==> src/rtl/rr_mux_arbiter.sv <==
// rtl/rr_mux_arbiter.sv - round-robin arbitrated mux with valid/ready channels
//
// Purpose: CHANNELS producers share one consumer through a single registered
// output stage (1-cycle latency, 1 beat/cycle). The grant is chosen round-robin
// starting at ptr; the accepted beat is registered with its channel index.
//
// Optional feature macro: RR_MUX_ARBITER_PACKET_LOCK_EN
//   When defined, in_last/out_last are added and a channel keeps the grant
//   from its first non-last beat until its last beat is accepted.
//
// Ports:
//   clk        in   1            rising-edge clock
//   rst        in   1            asynchronous active-low reset
//   in_data    in   CHANNELS*N   channel i at [i*N +: N]
//   in_valid   in   CHANNELS     channel i presents a beat
//   in_ready   out  CHANNELS     channel i beat accepted this cycle
//   in_last    in   CHANNELS     (lock build only) final beat of a packet
//   out_data   out  N            registered data
//   out_select out  SEL_W        channel that produced out_data
//   out_valid  out  1            output stage holds a beat
//   out_last   out  1            (lock build only) registered in_last
//   out_ready  in   1            consumer accepts the beat
module rr_mux_arbiter #(
  parameter int N = 4,
  parameter int CHANNELS = 4,
  localparam int SEL_W = $clog2(CHANNELS)
) (
  input  logic                  clk,
  input  logic                  rst,
  input  logic [CHANNELS*N-1:0] in_data,
  input  logic [CHANNELS-1:0]   in_valid,
  output logic [CHANNELS-1:0]   in_ready,
`ifdef RR_MUX_ARBITER_PACKET_LOCK_EN
  input  logic [CHANNELS-1:0]   in_last,
  output logic                  out_last,
`endif
  output logic [N-1:0]          out_data,
  output logic [SEL_W-1:0]      out_select,
  output logic                  out_valid,
  input  logic                  out_ready
);

  typedef enum logic {EMPTY = 1'b0, FULL = 1'b1} state_t;

  state_t           state;
  state_t           state_next;
  logic [SEL_W-1:0] ptr;
  logic [SEL_W-1:0] grant;
  logic             have_grant;
  logic             load_ok;
  logic             accept;

`ifdef RR_MUX_ARBITER_PACKET_LOCK_EN
  logic             lock;
  logic [SEL_W-1:0] lock_ch;
`endif

  assign load_ok = (state == EMPTY) | out_ready;
  // rst gates the handshake so nothing is reported accepted while in reset.
  assign accept  = have_grant & load_ok & rst;

  // Round-robin search; the index wraps explicitly so non-power-of-two
  // channel counts never produce an out-of-range grant.
  always_comb begin
    int idx;
    grant      = '0;
    have_grant = 1'b0;
    idx        = 0;
    for (int k = 0; k < CHANNELS; k++) begin
      idx = int'(ptr) + k;
      if (idx >= CHANNELS) idx = idx - CHANNELS;
      if (!have_grant && in_valid[idx]) begin
        grant      = SEL_W'(idx);
        have_grant = 1'b1;
      end
    end
`ifdef RR_MUX_ARBITER_PACKET_LOCK_EN
    // A locked packet owns the output even while its producer idles.
    if (lock) begin
      grant      = lock_ch;
      have_grant = in_valid[lock_ch];
    end
`endif
  end

  always_comb begin
    in_ready = '0;
    if (accept) in_ready = CHANNELS'(1) << grant;
  end

  // Output stage FSM: state register
  always_ff @(posedge clk or negedge rst) begin
    if (!rst) state <= EMPTY;
    else      state <= state_next;
  end

  // Output stage FSM: next state
  always_comb begin
    state_next = state;
    case (state)
      EMPTY:   if (accept) state_next = FULL;
      FULL:    if (out_ready && !accept) state_next = EMPTY;
      default: state_next = EMPTY;
    endcase
  end

  // Output stage FSM: outputs
  always_comb begin
    out_valid = (state == FULL);
  end

  // Datapath, pointer and packet lock
  always_ff @(posedge clk or negedge rst) begin
    if (!rst) begin
      out_data   <= '0;
      out_select <= '0;
      ptr        <= '0;
`ifdef RR_MUX_ARBITER_PACKET_LOCK_EN
      out_last   <= 1'b0;
      lock       <= 1'b0;
      lock_ch    <= '0;
`endif
    end else if (accept) begin
      out_data   <= in_data[int'(grant)*N +: N];
      out_select <= grant;
`ifdef RR_MUX_ARBITER_PACKET_LOCK_EN
      out_last   <= in_last[grant];
      if (in_last[grant]) begin
        lock <= 1'b0;
        ptr  <= (grant == SEL_W'(CHANNELS - 1)) ? '0 : grant + 1'b1;
      end else begin
        lock    <= 1'b1;
        lock_ch <= grant;
      end
`else
      ptr        <= (grant == SEL_W'(CHANNELS - 1)) ? '0 : grant + 1'b1;
`endif
    end
  end

endmodule

==> config.mk <==
export PLATFORM = sky130hd
export DESIGN_NAME = rr_mux_arbiter
export DESIGN_NICKNAME = d
export VERILOG_FILES = /design/src/rtl/rr_mux_arbiter.sv
export SDC_FILE = /design/constraint.sdc
export NUM_CORES = 1
export LEC_CHECK = 0
export ABC_AREA = 1
export CAP_MARGIN = 40
export CORE_MARGIN = 2
export CORE_UTILIZATION = 39
export DETAILED_ROUTE_END_ITERATION = 12
export PLACE_DENSITY = 0.82
export SYNTH_ARGS = -nofsm -noshare
export SYNTH_HDL_FRONTEND = slang
export SYNTH_SLANG_ARGS = --single-unit
==> constraint.sdc <==
create_clock -name clk -period 2.35 [get_ports clk]
set_input_delay 0.5875 -clock clk [delete_from_list [all_inputs] [get_ports clk]]
set_output_delay 0.5875 -clock clk [all_outputs]
set_load 0.005 [all_outputs]
After elaboration in Yosys (flattened, before gate mapping) --
Cells that the tools add are included.
Storage, ports and cells: memories 0, input bits 23, word-level logic and storage cells 64, latch bits 0, RAM bits 0, memory bits (read-only) 0, register bits 9
Operators by class: multipliers 0, multiplexer cells 29, reduce and logical (&&, ||, !) cells 8, shift operators 2, div/mod/pow operators 0, bitwise operators 4, order comparisons 8, add/subtract/negate cells 8, equality and inequality tests 1
Operator list (number):
- $lt A32 B4 Y1 const B | 4
- $mux W32 | 4
- $shiftx A16 B5 Y4 | 1
- $mux W1 | 14
- $sub A3 B3 Y4 const B | 3
- $mux W2 | 5
- $ge A3 B3 Y1 const B | 3
- $bmux W1 S2 | 4
- $add A2 B2 Y3 const B | 2
- $logic_and A1 B1 Y1 | 4
- $logic_not A1 Y1 | 4
- $mux W4 | 1
- $shl A1 B2 Y4 const A | 1
- $sub A2 B3 Y4 const B | 1
- $add A2 B1 Y3 const B | 1
- $ge A2 B3 Y1 const B | 1
- $add A2 B1 Y2 const B | 1
- $and A1 B1 Y1 | 2
- $eq A2 B2 Y1 const B | 1
- $pmux W1 S2 | 1
- $not A1 Y1 | 1
- $or A1 B1 Y1 | 1

Depth between registers and ports, before layout --
depth after elaboration 21, mapped depth 15

Worst setup path after synthesis --
OpenSTA, ideal clock, no wires.
path type input port to output port, start point input port in_valid[1], end point output port in_ready[3], required time 1.762 ns, buffers on the path 1, cell stages on the path 13, arrival time 1.746 ns, slack 0.017 ns, cell sequence inv_1 nand2_2 nand3_1 nand2_1 nand2_1 nand2_2 nor2_4 nand2_4 nand2_4 buf_6 ha_1 inv_1 nor2_1
On the way: cells in the longest elaborated chain, start to end 16
RTL lines:
- start, declared | RTL line 31 | input logic [CHANNELS-1:0] in_valid,
- $bmux W1 S2 | RTL line 72 | if (!have_grant && in_valid[idx]) begin
- $mux W1 (implied by the code) (2 in series) | RTL line 72
- $mux W1 | RTL line 72
- $logic_not A1 Y1 | RTL line 72
- $logic_and A1 B1 Y1 | RTL line 72
- $mux W1 | RTL line 72
- $logic_not A1 Y1 | RTL line 72
- $logic_and A1 B1 Y1 | RTL line 72
- $mux W1 | RTL line 72
- $logic_not A1 Y1 | RTL line 72
- $logic_and A1 B1 Y1 | RTL line 72
- $mux W1 | RTL line 72
- $and A1 B1 Y1 (2 in series) | RTL line 60 | assign accept = have_grant & load_ok & rst;
- $mux W4 (*) | RTL line 88 | if (accept) in_ready = CHANNELS'(1) << grant;
- end, declared | RTL line 32 | output logic [CHANNELS-1:0] in_ready,
Every way passes the cells marked *; elsewhere a longest branch is shown, timed or not. The select of a mux whose other input is x is not followed.

Final worst setup path --
start point register ptr[0], end point output port in_ready[3]
On the way: cells in the longest elaborated chain, start to end 18
RTL lines:
- start, declared | RTL line 47 | logic [SEL_W-1:0] ptr;
- start signal, assigned | RTL line 136 | ptr <= (grant == SEL_W'(CHANNELS - 1)) ? '0 : grant + 1'b1;
- branches (longest 17 deep; another with $sub A3 B3 Y4)
- $mux W4 (*) | RTL line 88
Mark *: on every way between the ends. The select of a mux whose other input is x is not followed.

==> flow_metrics.tcl <==
set metrics [dict create \
    run_status "finished, violations left" \
    failed_checks "negative setup slack" \
    clock_path_buffers 2 \
    first_global_vias 1043 \
    drt-vias-per-instance 4.84 \
    crit_arrival_ns 1.93 \
    tritoncts "built" \
    die_h_um 51.4 \
    cts_hold_buf 0 \
    synth_largest_area_cell "sky130_fd_sc_hd__nand2_1" \
    worst_ep_required_time_ns 1.76 \
    measured_slew_at_the_worst_slew_check_pin_ns 0.182 \
    drv_slew 0 \
    die_area_sq_um 2640 \
    min_period_ns 2.52 \
    worstPathMaxFanout 8 \
    ys.warnings.count 0 \
    htree_num_levels 1 \
    tritoncts.num_buffers 3 \
    postRouteWirelength_um 2730 \
    min-delay-path-class "flop to flop" \
    p_leak_nw 0.788 \
    sequential_fraction_of_the_synthesis_area 0.257 \
    timing.clock.skew_ns 0.00478 \
    layout.filler_cells 179 \
    grt_first_pass_wirelength_um 4490 \
    post_synth.cell_area_avg_sq_um 6.50 \
    synthTopCellsByArea "sky130_fd_sc_hd__nand2_1 (26%), sky130_fd_sc_hd__dfrtp_1 (26%), sky130_fd_sc_hd__nand2_2 (8.6%), sky130_fd_sc_hd__nand3_1 (8.6%), sky130_fd_sc_hd__inv_1 (4.3%)" \
    finish.cell_count_without_fillers 225 \
    via_count 1090 \
    max-slew-margin-rel 0.879 \
    hpwl_um 1900 \
    grt_antenna_before_repair 0 \
    antenna-diode-count 0 \
    netlist_instances 135 \
    timing.final.ws_setup_ns -0.165 \
    synth.distinct_cells 19 \
    floorplan.core_area_sq_um 2170 \
    ant_nets 0 \
    global_route.usage.total 0.223 \
    area_growth_pct 74.2 \
    nNetsFinal 222 \
    design_power_total_mw 2.45 \
    setup_viol 4 \
    start_kind "flop" \
    power-per-cell-area_nw_per_um2 1600 \
    initial_core_util 0.404 \
    grt_setup_unrepaired "yes" \
    cells_traversed_along_the_worst_timing_path "buf_8 > nand2_4 > nand2_2 > nand2_2 > nand2_2 > nor2_4 > nand2_1 > nand2_1 > nand2_2 > nand2_4 > ha_4 > inv_2 > nor2_1 > buf_2" \
    critical-path-max-stage-delay_ns 0.45 \
    drive_above_1_share 0.452 \
    drcViolationCount 0 \
    insertion_delay_ns 0.26 \
    top_level_ports 34 \
    yosys_register_bits 9 \
    syn_area_sq_um 877 \
    cp_slowest_cell "sky130_fd_sc_hd__dfrtp_2" \
    setup_tns_final_ns -0.594 \
    num_rows 17 \
    tcrit_tclk_final 1.07 \
    dpl-instance-area_sq_um 1370 \
    netlist.area_leader.share 0.261 \
    grt_remaining_overflow 0 \
    portBuffers 33 \
    clk_sinks 9 \
    finish.instance_area_sq_um 1530 \
    peakVddDrop_mv 1.12 \
    grt_start_max_net_pins 11 \
    drtPass1Iterations 4 \
    finalHoldViolCount 0 \
    detail_route.iter0.violations 29 \
    routed_wire_length_per_instance_um 12.1 \
    fmax_mhz 398 \
    setup.worst_path.class "flop to output pin" \
    timing.reg2reg.setup_slack_ns 0.35 \
    die_width_um 51.4 \
    gp_congestion 0.832 \
    critical_path.endpoint_type "output pin" \
    cts.clk_slew.worst_paths_ns 0.06 \
    dp_cells 212 \
    syn_nets 159 \
    critPathMostFrequentCell "sky130_fd_sc_hd__nand2_2" \
    clock-root-buffer "sky130_fd_sc_hd__clkbuf_4" \
    cap_violations 0 \
]
==> power breakdown <==
part	internal [mW]	switching [mW]	total (mW)
registers	0.232	0.0573	0.289
logic	0.959	1.08	2.04
clock network	0.0628	0.0549	0.118
total	1.25	1.19	2.45
==> synth_stat cells <==
cell and n:
sky130_fd_sc_hd__ha_1 1, sky130_fd_sc_hd__nand3_4 2, sky130_fd_sc_hd__nand2_2 12, sky130_fd_sc_hd__inv_2 5
sky130_fd_sc_hd__o21ai_2 2, sky130_fd_sc_hd__nor2_4 2, sky130_fd_sc_hd__nand3_2 2, sky130_fd_sc_hd__nand2_1 61
sky130_fd_sc_hd__nor2_1 4, sky130_fd_sc_hd__o21a_1 1, sky130_fd_sc_hd__o22ai_2 1, sky130_fd_sc_hd__dfrtp_1 9
sky130_fd_sc_hd__nand2_4 3, sky130_fd_sc_hd__nor2_2 1, sky130_fd_sc_hd__inv_1 10, sky130_fd_sc_hd__nand4_1 1
sky130_fd_sc_hd__nand3_1 15, sky130_fd_sc_hd__buf_6 2, sky130_fd_sc_hd__o21ai_0 1
==> critical path, delay by kind of cell, from the launching register on <==
family	cells	cell delay [ns]
and+or+nand+nor	10	0.78
DFF	1	0.45
buffers and inverters	3	0.30
adders and majority gates	1	0.14
==> through the flow <==
stage / worst slack (ns) / util / hold WS (ns)
2_1_floorplan: 0.0166 / - / 0.292
3_3_place_gp: -0.789 / 0.630 / 0.463
3_5_place_dp: -0.882 / 0.630 / 0.471
4_1_cts: -0.194 / 0.679 / 0.486
5_1_grt: -0.301 / 0.704 / 0.506
6_report: -0.165 / 0.704 / 0.481
==> path summary, 6_finish.rpt <==
check | from | end | cells after the start
worst min-delay path | out_select[1] | out_select[1] | 2
worst max-delay path | ptr[0] | in_ready[3] | 14
min in group asynchronous | rst | ptr[1] | 2
worst max register to register | ptr[0] | out_data[1] | 14
max in group asynchronous | rst | ptr[0] | 2
worst min register to register | out_select[1] | out_select[1] | 2
==> kinds of logic (layout without fill, tap and decap cells) <==
kind of cell,Yosys count,count (layout),synth area share
AO/OA/AOI/OAI,5,5,0.0485
adder cells (fa/ha/maj),1,1,0.0143
flip-flops,9,9,0.257
buffers and inverters,17,79,0.0899
AND/OR/NAND/NOR,103,103,0.591
==> cells in the final DEF, fill, tap and decap left out, types with 2 or more instances in the layout <==
cell,netlist,layout
sky130_fd_sc_hd__inv_2,5,10
sky130_fd_sc_hd__clkbuf_2,0,3
sky130_fd_sc_hd__buf_4,0,24
sky130_fd_sc_hd__nor2_1,4,2
sky130_fd_sc_hd__inv_1,10,4
sky130_fd_sc_hd__nand2_4,3,6
sky130_fd_sc_hd__dfrtp_1,9,8
sky130_fd_sc_hd__o21ai_4,0,2
sky130_fd_sc_hd__nand2_2,12,20
sky130_fd_sc_hd__nand3_4,2,2
sky130_fd_sc_hd__nor2_4,2,4
sky130_fd_sc_hd__nand3_2,2,2
sky130_fd_sc_hd__clkbuf_4,0,3
sky130_fd_sc_hd__buf_2,0,4
sky130_fd_sc_hd__clkdlybuf4s50_1,0,25
sky130_fd_sc_hd__nand2_1,61,50
sky130_fd_sc_hd__nand3_1,15,15
==> registers in the layout (all words and copies together), names as in the netlist <==
register	flops
out_valid	1
out_select	2
ptr	2
out_data	4
==> layout make-up <==
| class | instances | area [sq um] | area share |
|---|---|---|---|
| clock buffer | 3 | 22.5 | 0.0147 |
| sequential | 9 | 226 | 0.148 |
| multi-input combinational | 109 | 658 | 0.431 |
| tap | 28 | 35.0 | 0.0229 |
| inverter | 15 | 58.8 | 0.0385 |
| clock inverter | 1 | 5.00 | 0.00328 |
| timing repair buffer | 60 | 522 | 0.342 |
==> routing by layer <==
| layer | share of wire | global-route usage | vias up |
|---|---|---|---|
| li1 | - | - | 546 |
| met1 | 0.39 | 0.258 | 509 |
| met2 | 0.55 | 0.417 | 33 |
| met3 | 0.052 | 0.0614 | 2 |
| met4 | 0.0070 | 0.0263 | 0 |
| met5 | 0 | 0 | - |
==> what timing repair did <==
action,in CTS,in global routing
setup buffers,6,3
cloned,0,0
setup endpoints to repair,4,4
pin swaps,24,15
resized for setup,40,20
No activity file was read; power rests on OpenSTA's default activity.
